`config.mk`:
```
export PLATFORM = sky130hd
export DESIGN_NAME = sbox_bram_arbiter
export DESIGN_NICKNAME = d
export VERILOG_FILES = /design/src/rtl/sbox_arb_pkg.sv /design/src/rtl/sbox_rr_pick2.sv /design/src/rtl/sbox_bram_arbiter.sv
export SDC_FILE = /design/constraint.sdc
export NUM_CORES = 1
export LEC_CHECK = 0
export CAP_MARGIN = 20
export CORE_ASPECT_RATIO = 1.2
export CORE_MARGIN = 10
export CORE_UTILIZATION = 35
export DETAILED_ROUTE_END_ITERATION = 6
export PLACE_DENSITY = 0.82
export SYNTH_ARGS = -nofsm -noshare
export SYNTH_HDL_FRONTEND = slang
export SYNTH_SLANG_ARGS = --single-unit
export TNS_END_PERCENT = 10
```
`constraint.sdc`:
```
create_clock -name clk -period 2.95 [get_ports clk]
set_input_delay 0.295 -clock clk [delete_from_list [all_inputs] [get_ports clk]]
set_output_delay 0.295 -clock clk [all_outputs]
set_load 0.02 [all_outputs]
```
`src/rtl/sbox_arb_pkg.sv`:
```
// Shared constants, tag type and dual round-robin pick function for the
// masked S-box BRAM arbiter.
package sbox_arb_pkg;

  localparam int unsigned SBOX_ADDR_W  = 10;
  localparam int unsigned SBOX_DATA_W  = 8;
  localparam int unsigned SBOX_RD_LAT  = 2;
  localparam int unsigned SBOX_MAX_REQ = 8;

  typedef struct packed {
    logic       valid;
    logic [2:0] id;
  } sbox_tag_t;

  typedef struct packed {
    logic       a_v;
    logic [2:0] a_idx;
    logic       b_v;
    logic [2:0] b_idx;
  } sbox_pick2_t;

  // Scan n requesters from ptr with wrap; first hit goes to port A, second to B.
  function automatic sbox_pick2_t rr_pick2(input logic [7:0] req,
                                           input logic [2:0] ptr,
                                           input int unsigned n);
    sbox_pick2_t p;
    int unsigned idx;
    p = '0;
    for (int unsigned k = 0; k < SBOX_MAX_REQ; k++) begin
      if (k < n) begin
        idx = (32'(ptr) + k) % n;
        if (req[idx[2:0]]) begin
          if (!p.a_v) begin
            p.a_v   = 1'b1;
            p.a_idx = idx[2:0];
          end else if (!p.b_v) begin
            p.b_v   = 1'b1;
            p.b_idx = idx[2:0];
          end
        end
      end
    end
    return p;
  endfunction

endpackage

```
`src/rtl/sbox_rr_pick2.sv`:
```
// Combinational dual round-robin picker: grants up to two requesters per
// cycle starting the scan at rr_ptr.
module sbox_rr_pick2
  import sbox_arb_pkg::*;
#(
  parameter int unsigned NUM_REQ = 4
) (
  input  logic [NUM_REQ-1:0]         req,
  input  logic [$clog2(NUM_REQ)-1:0] rr_ptr,
  output logic                       gnt_a_v,
  output logic [$clog2(NUM_REQ)-1:0] gnt_a_idx,
  output logic                       gnt_b_v,
  output logic [$clog2(NUM_REQ)-1:0] gnt_b_idx
);

  localparam int unsigned IDX_W = $clog2(NUM_REQ);

  sbox_pick2_t p;

  always_comb begin
    p         = rr_pick2(8'(req), 3'(rr_ptr), NUM_REQ);
    gnt_a_v   = p.a_v;
    gnt_a_idx = IDX_W'(p.a_idx);
    gnt_b_v   = p.b_v;
    gnt_b_idx = IDX_W'(p.b_idx);
  end

endmodule

```
`src/rtl/sbox_bram_arbiter.sv`:
```
// Shares one dual-port masked S-box BRAM among NUM_REQ requesters, routing
// results back by tag. Optional counters enabled by SBOX_ARB_STATS_EN.
module sbox_bram_arbiter
  import sbox_arb_pkg::*;
#(
  parameter int unsigned NUM_REQ = 4,
  parameter int unsigned ADDR_W  = SBOX_ADDR_W,
  parameter int unsigned DATA_W  = SBOX_DATA_W,
  parameter int unsigned RD_LAT  = SBOX_RD_LAT
) (
  input  logic                      clk,
  input  logic                      rst,
  input  logic [NUM_REQ-1:0]        req_valid,
  input  logic [NUM_REQ*ADDR_W-1:0] req_addr,
  output logic [NUM_REQ-1:0]        req_ready,
  output logic [NUM_REQ-1:0]        rsp_valid,
  output logic [NUM_REQ*DATA_W-1:0] rsp_data,
  output logic [ADDR_W-1:0]         bram_addra,
  output logic [ADDR_W-1:0]         bram_addrb,
  output logic                      bram_en,
  output logic                      bram_rst,
  input  logic [DATA_W-1:0]         bram_doa,
  input  logic [DATA_W-1:0]         bram_dob
`ifdef SBOX_ARB_STATS_EN
  ,
  output logic [31:0]               stat_grants,
  output logic [31:0]               stat_stalls
`endif
);

  localparam int unsigned IDX_W = $clog2(NUM_REQ);

  logic [IDX_W-1:0] rr_ptr, rr_nxt, last;
  logic             pa_v, pb_v, ga_v, gb_v;
  logic [IDX_W-1:0] pa_idx, pb_idx;
  sbox_tag_t        tag_a [RD_LAT];
  sbox_tag_t        tag_b [RD_LAT];

  sbox_rr_pick2 #(.NUM_REQ(NUM_REQ)) u_pick (
    .req       (req_valid),
    .rr_ptr    (rr_ptr),
    .gnt_a_v   (pa_v),
    .gnt_a_idx (pa_idx),
    .gnt_b_v   (pb_v),
    .gnt_b_idx (pb_idx)
  );

  // Grants are masked while reset is held so nothing reaches the BRAM.
  assign ga_v     = pa_v & rst;
  assign gb_v     = pb_v & rst;
  assign bram_rst = ~rst;
  assign bram_en  = ga_v | gb_v | tag_a[0].valid | tag_b[0].valid;

  always_comb begin
    req_ready  = '0;
    bram_addra = '0;
    bram_addrb = '0;
    for (int unsigned i = 0; i < NUM_REQ; i++) begin
      if (ga_v && pa_idx == IDX_W'(i)) begin
        req_ready[i] = 1'b1;
        bram_addra   = req_addr[i*ADDR_W +: ADDR_W];
      end
      if (gb_v && pb_idx == IDX_W'(i)) begin
        req_ready[i] = 1'b1;
        bram_addrb   = req_addr[i*ADDR_W +: ADDR_W];
      end
    end
  end

  always_comb begin
    last   = gb_v ? pb_idx : pa_idx;
    rr_nxt = (32'(last) == NUM_REQ - 1) ? '0 : last + IDX_W'(1);
  end

  always_ff @(posedge clk or negedge rst) begin
    if (!rst) begin
      rr_ptr <= '0;
      for (int unsigned s = 0; s < RD_LAT; s++) begin
        tag_a[s] <= '0;
        tag_b[s] <= '0;
      end
    end else begin
      if (ga_v) rr_ptr <= rr_nxt;
      tag_a[0] <= {ga_v, ga_v ? 3'(pa_idx) : 3'd0};
      tag_b[0] <= {gb_v, gb_v ? 3'(pb_idx) : 3'd0};
      for (int unsigned s = 1; s < RD_LAT; s++) begin
        tag_a[s] <= tag_a[s-1];
        tag_b[s] <= tag_b[s-1];
      end
    end
  end

  always_comb begin
    rsp_valid = '0;
    rsp_data  = '0;
    for (int unsigned i = 0; i < NUM_REQ; i++) begin
      if (tag_a[RD_LAT-1].valid && tag_a[RD_LAT-1].id == 3'(i)) begin
        rsp_valid[i]                = 1'b1;
        rsp_data[i*DATA_W +: DATA_W] = bram_doa;
      end else if (tag_b[RD_LAT-1].valid && tag_b[RD_LAT-1].id == 3'(i)) begin
        rsp_valid[i]                = 1'b1;
        rsp_data[i*DATA_W +: DATA_W] = bram_dob;
      end
    end
  end

`ifdef SBOX_ARB_STATS_EN
  logic [1:0] ngrant;
  logic       stall;

  assign ngrant = {1'b0, ga_v} + {1'b0, gb_v};
  assign stall  = |(req_valid & ~req_ready);

  always_ff @(posedge clk or negedge rst) begin
    if (!rst) begin
      stat_grants <= '0;
      stat_stalls <= '0;
    end else begin
      if (ngrant != 2'd0)
        stat_grants <= (stat_grants > ('1 - 32'(ngrant))) ? '1 : stat_grants + 32'(ngrant);
      if (stall && stat_stalls != '1)
        stat_stalls <= stat_stalls + 32'd1;
    end
  end
`endif

endmodule

```
==> impl_results.md <==
* Max_cap viols at 0
* Power Density at 776.5 mW/mm²
* DRC Markers at 0
* End of the critical path: bram_addra[5]
* Critical Path Slowest Stage Cell: clkdlybuf4s50_1
* Io pins at 124
* Mapped Area at 0.002196 mm²
* First-pass GRT wire length at approximately 14000 µm
* Post-route design area at approximately 0.0038 mm²
* Die ar. at a little under 0.01 mm²
* CP cell instances: clkdlybuf4s50_1 > nand2b_1 > a31o_2 > ha_1 > mux2i_1 > o21ai_1 > o211ai_4 > buf_12 > nor2_1 > a211oi_2 > buf_4
* Core Rows at 31
* GRT Residual Overflow at 0
* Mean Syn Cell Area at roughly 8.4 µm²
* Crit Path Class: input pin to output pin
* Antenna diodes at 0
* Layout cell share with drive strength beyond 1 at roughly 28%
* Commonest cells after routing, fill and taps aside: 97 x clkdlybuf4s50_1, 52 x buf_4, 32 x a22o_1, 22 x mux2i_1, 20 x nor2_1
* CP Capture Type: output pin
* Syn Nets at around 330
* Starting Density at a little over a third
* Via-per-instance ratio at approximately 5.6
* Hold_ws at between 0.3 and 0.4 ns
* Reg2Reg Setup Slack at roughly 0.47 ns
* Net count, final at 475
* Worst-path clk slew at ~0.060 ns
* Min Clock Period, post-route at about 2.9 ns
* Worst Path Max Fanout at 22
* Post-route insts no fill at approximately 500
* Synth warnings at 0
* Final Util at between 60% and 70%
* Drt first pass iters at 4
* CP required at 2.65 ns
* Post-detail-place hpwl at between 7000 and 8000 µm
* Crit start category: input pin
* Pleak at 0.001586 µW
* Hold path cells at 0
* Top FF cell, synth: dfrtp_1
* Sw Ratio at 48.18%
* Post-synthesis sequential area ratio at ~16%
* Clock share of power at under 10%
* Clock skew at 0.001352 ns
* Chip height at approximately 110 µm
* Drt total wl at roughly 8600 µm
* Worst skew pair latency at 0.24 ns
* CTS max path bufs at 2
* Worst min path class: flip-flop to flip-flop
* CTS root buf: clkbuf_8
* Largest net degree at the start of global routing at 26
* Commonest non-fill, non-tap cell in the layout: clkdlybuf4s50_1
* Worst r2r path cells at 11
* RSZ-0062 raised after global routing: yes
* Final hold viol count at 0
* CTS Buf Count at 3
* Tot GR Track Use at 16.41%
* Final setup viols at 0
* Cts hold-fix bufs at 0
* Delay of the slowest cell on the worst path at approximately 0.45 ns
* Design Power at 2940 µW
* Synth Register Bits at 14
* Final period util at a little over nine tenths
* Avg WL per Cell at around 18 µm
* Area grow syn2layout at 72.42%
* Max-slew headroom at between 50 and 60%
* TritonCTS clock tree: yes
* EDFF count, synth at 0
* Worst r2r src: rr_ptr[0]
* # H-tree levels at 1
* Setup bufs post-CTS at 0
* Gpl congestion at about 0.84
* End of the worst register-to-register path: rr_ptr[1]
* DRT iter0 DRCs at 176
* DP Area at between 0.003 and 0.004 mm²
* Post-Synthesis Cells at approximately 260
* Width of the die at ~92 µm
* Fmax at between 300 and 400 MHz
* Initial antenna violation count at 0
* Slew at the pin closest to its max-slew limit at 0.6074 ns
* Final Max Tran Viols at 0
* Outcome: complete, no violations
* Vias in the first global route at 2868
* IO Port Bufs at around 120
* Placed Cells at ~490
* Pint at between 1500 and 2000 µW
* Post-route ant nets at 0
* Comb power frac at between 80 and 90%
* Crit path from: req_valid[1]
* Via count at about 2800
* Sequential share of power at 9.9%
* Yosys cell types at 53
* CTS sink cnt at 14
* Worst VDD drop at approximately 0.53 mV
* Worst EP arrival at 2.56 ns
* Sw power at ~1400 µW
* Ys async rst share at 100.0%
* Core footprint at between 0.006 and 0.007 mm²
## metrics by stage
stage	setup TNS (ns)	worst slack, ns
2_1_floorplan	0	0.2434
3_3_place_gp	-7.589	-0.3725
3_5_place_dp	-8.717	-0.4435
4_1_cts	-0.1312	-0.08612
5_1_grt	-0.4345	-0.07059
6_report	0	0.09426
## kinds of logic (layout without fill, tap and decap cells)
kind of cell / count (synthesis) / count (layout) / share of synthesized area [%]
AOI/OAI and AO/OA: 104 / 104 / 39.77
DFF: 14 / 14 / 15.95
adders and majority gates: 2 / 2 / 1.139
and+or+nand+nor: 76 / 76 / 19.09
muxes: 33 / 33 / 16.18
buffers and inverters: 32 / 181 / 7.863
## flip-flops by register name, summed over array words and instances (netlist names)
register and flops:
tag_a 6, rr_ptr 2, tag_b 6
## power groups by stage
| stage | Sequential [µW] | Combinational (µW) | Clock [µW] |
|---|---|---|---|
| after detailed placement | 291 | 2530 | 0 |
| after global placement | 288 | 2480 | 0 |
| final | 291 | 2470 | 182 |
| after floorplan | 263 | 1500 | 0 |
| after global routing | 302 | 2650 | 190 |
| after CTS | 288 | 2420 | 185 |
## synthesized netlist by cell type, drive strengths merged (9+ instances only)
master / instances / area (µm²)
o21ai: 9 / 48.79
a21oi: 9 / 45.04
nand2: 13 / 48.80
buf: 18 / 120.1
a211oi: 31 / 302.8
nor2b: 10 / 62.56
inv: 9 / 33.78
a22o: 32 / 280.3
mux2i: 22 / 220.2
mux2: 10 / 112.6
dfrtp: 14 / 350.3
nor2: 20 / 75.07
## worst min-delay path by stage
stage / startpoint / to / slack [ns]
final: tag_a[5] / tag_a[1] / 0.35
after global routing: tag_b[4] / tag_b[0] / 0.36
after CTS: tag_b[4] / tag_b[0] / 0.35
after detailed placement: tag_b[4] / tag_b[0] / 0.34
after global placement: tag_b[4] / tag_b[0] / 0.33
after floorplan: rst / rr_ptr[0] / -0.0006
## final cells by class
type	instances	area [µm²]
clock buffers	4	55.05
fillers	548	2265
inverters	9	33.78
multi-input cells	215	1708
flip-flops and latches	14	352.8
well taps	82	102.6
repair buffers	168	1534
## critical path: cells and delay by family
family / cells / cell delay [ns]
buffers and inverters: 3 / 0.81
AO/OA/AOI/OAI: 4 / 0.79
adder cells (fa/ha/maj): 1 / 0.27
AND/OR/NAND/NOR: 2 / 0.26
multiplexers: 1 / 0.12
## what timing repair did
| item | 4_1_cts | 5_1_grt |
|---|---|---|
| resized for setup | 103 | 33 |
| pin swaps | 0 | 5 |
| endpoints found under the setup margin | 25 | 24 |
## layer usage
layer / GRT usage [%] / up-vias / routed length [µm]
li1: - / 1329 / -
met1: 17.06 / 1241 / 3325
met2: 27.32 / 169 / 3858
met3: 8.793 / 13 / 1268
met4: 6.291 / 0 / 167
met5: 0 / - / 0
(Power assumes the default switching activity.)
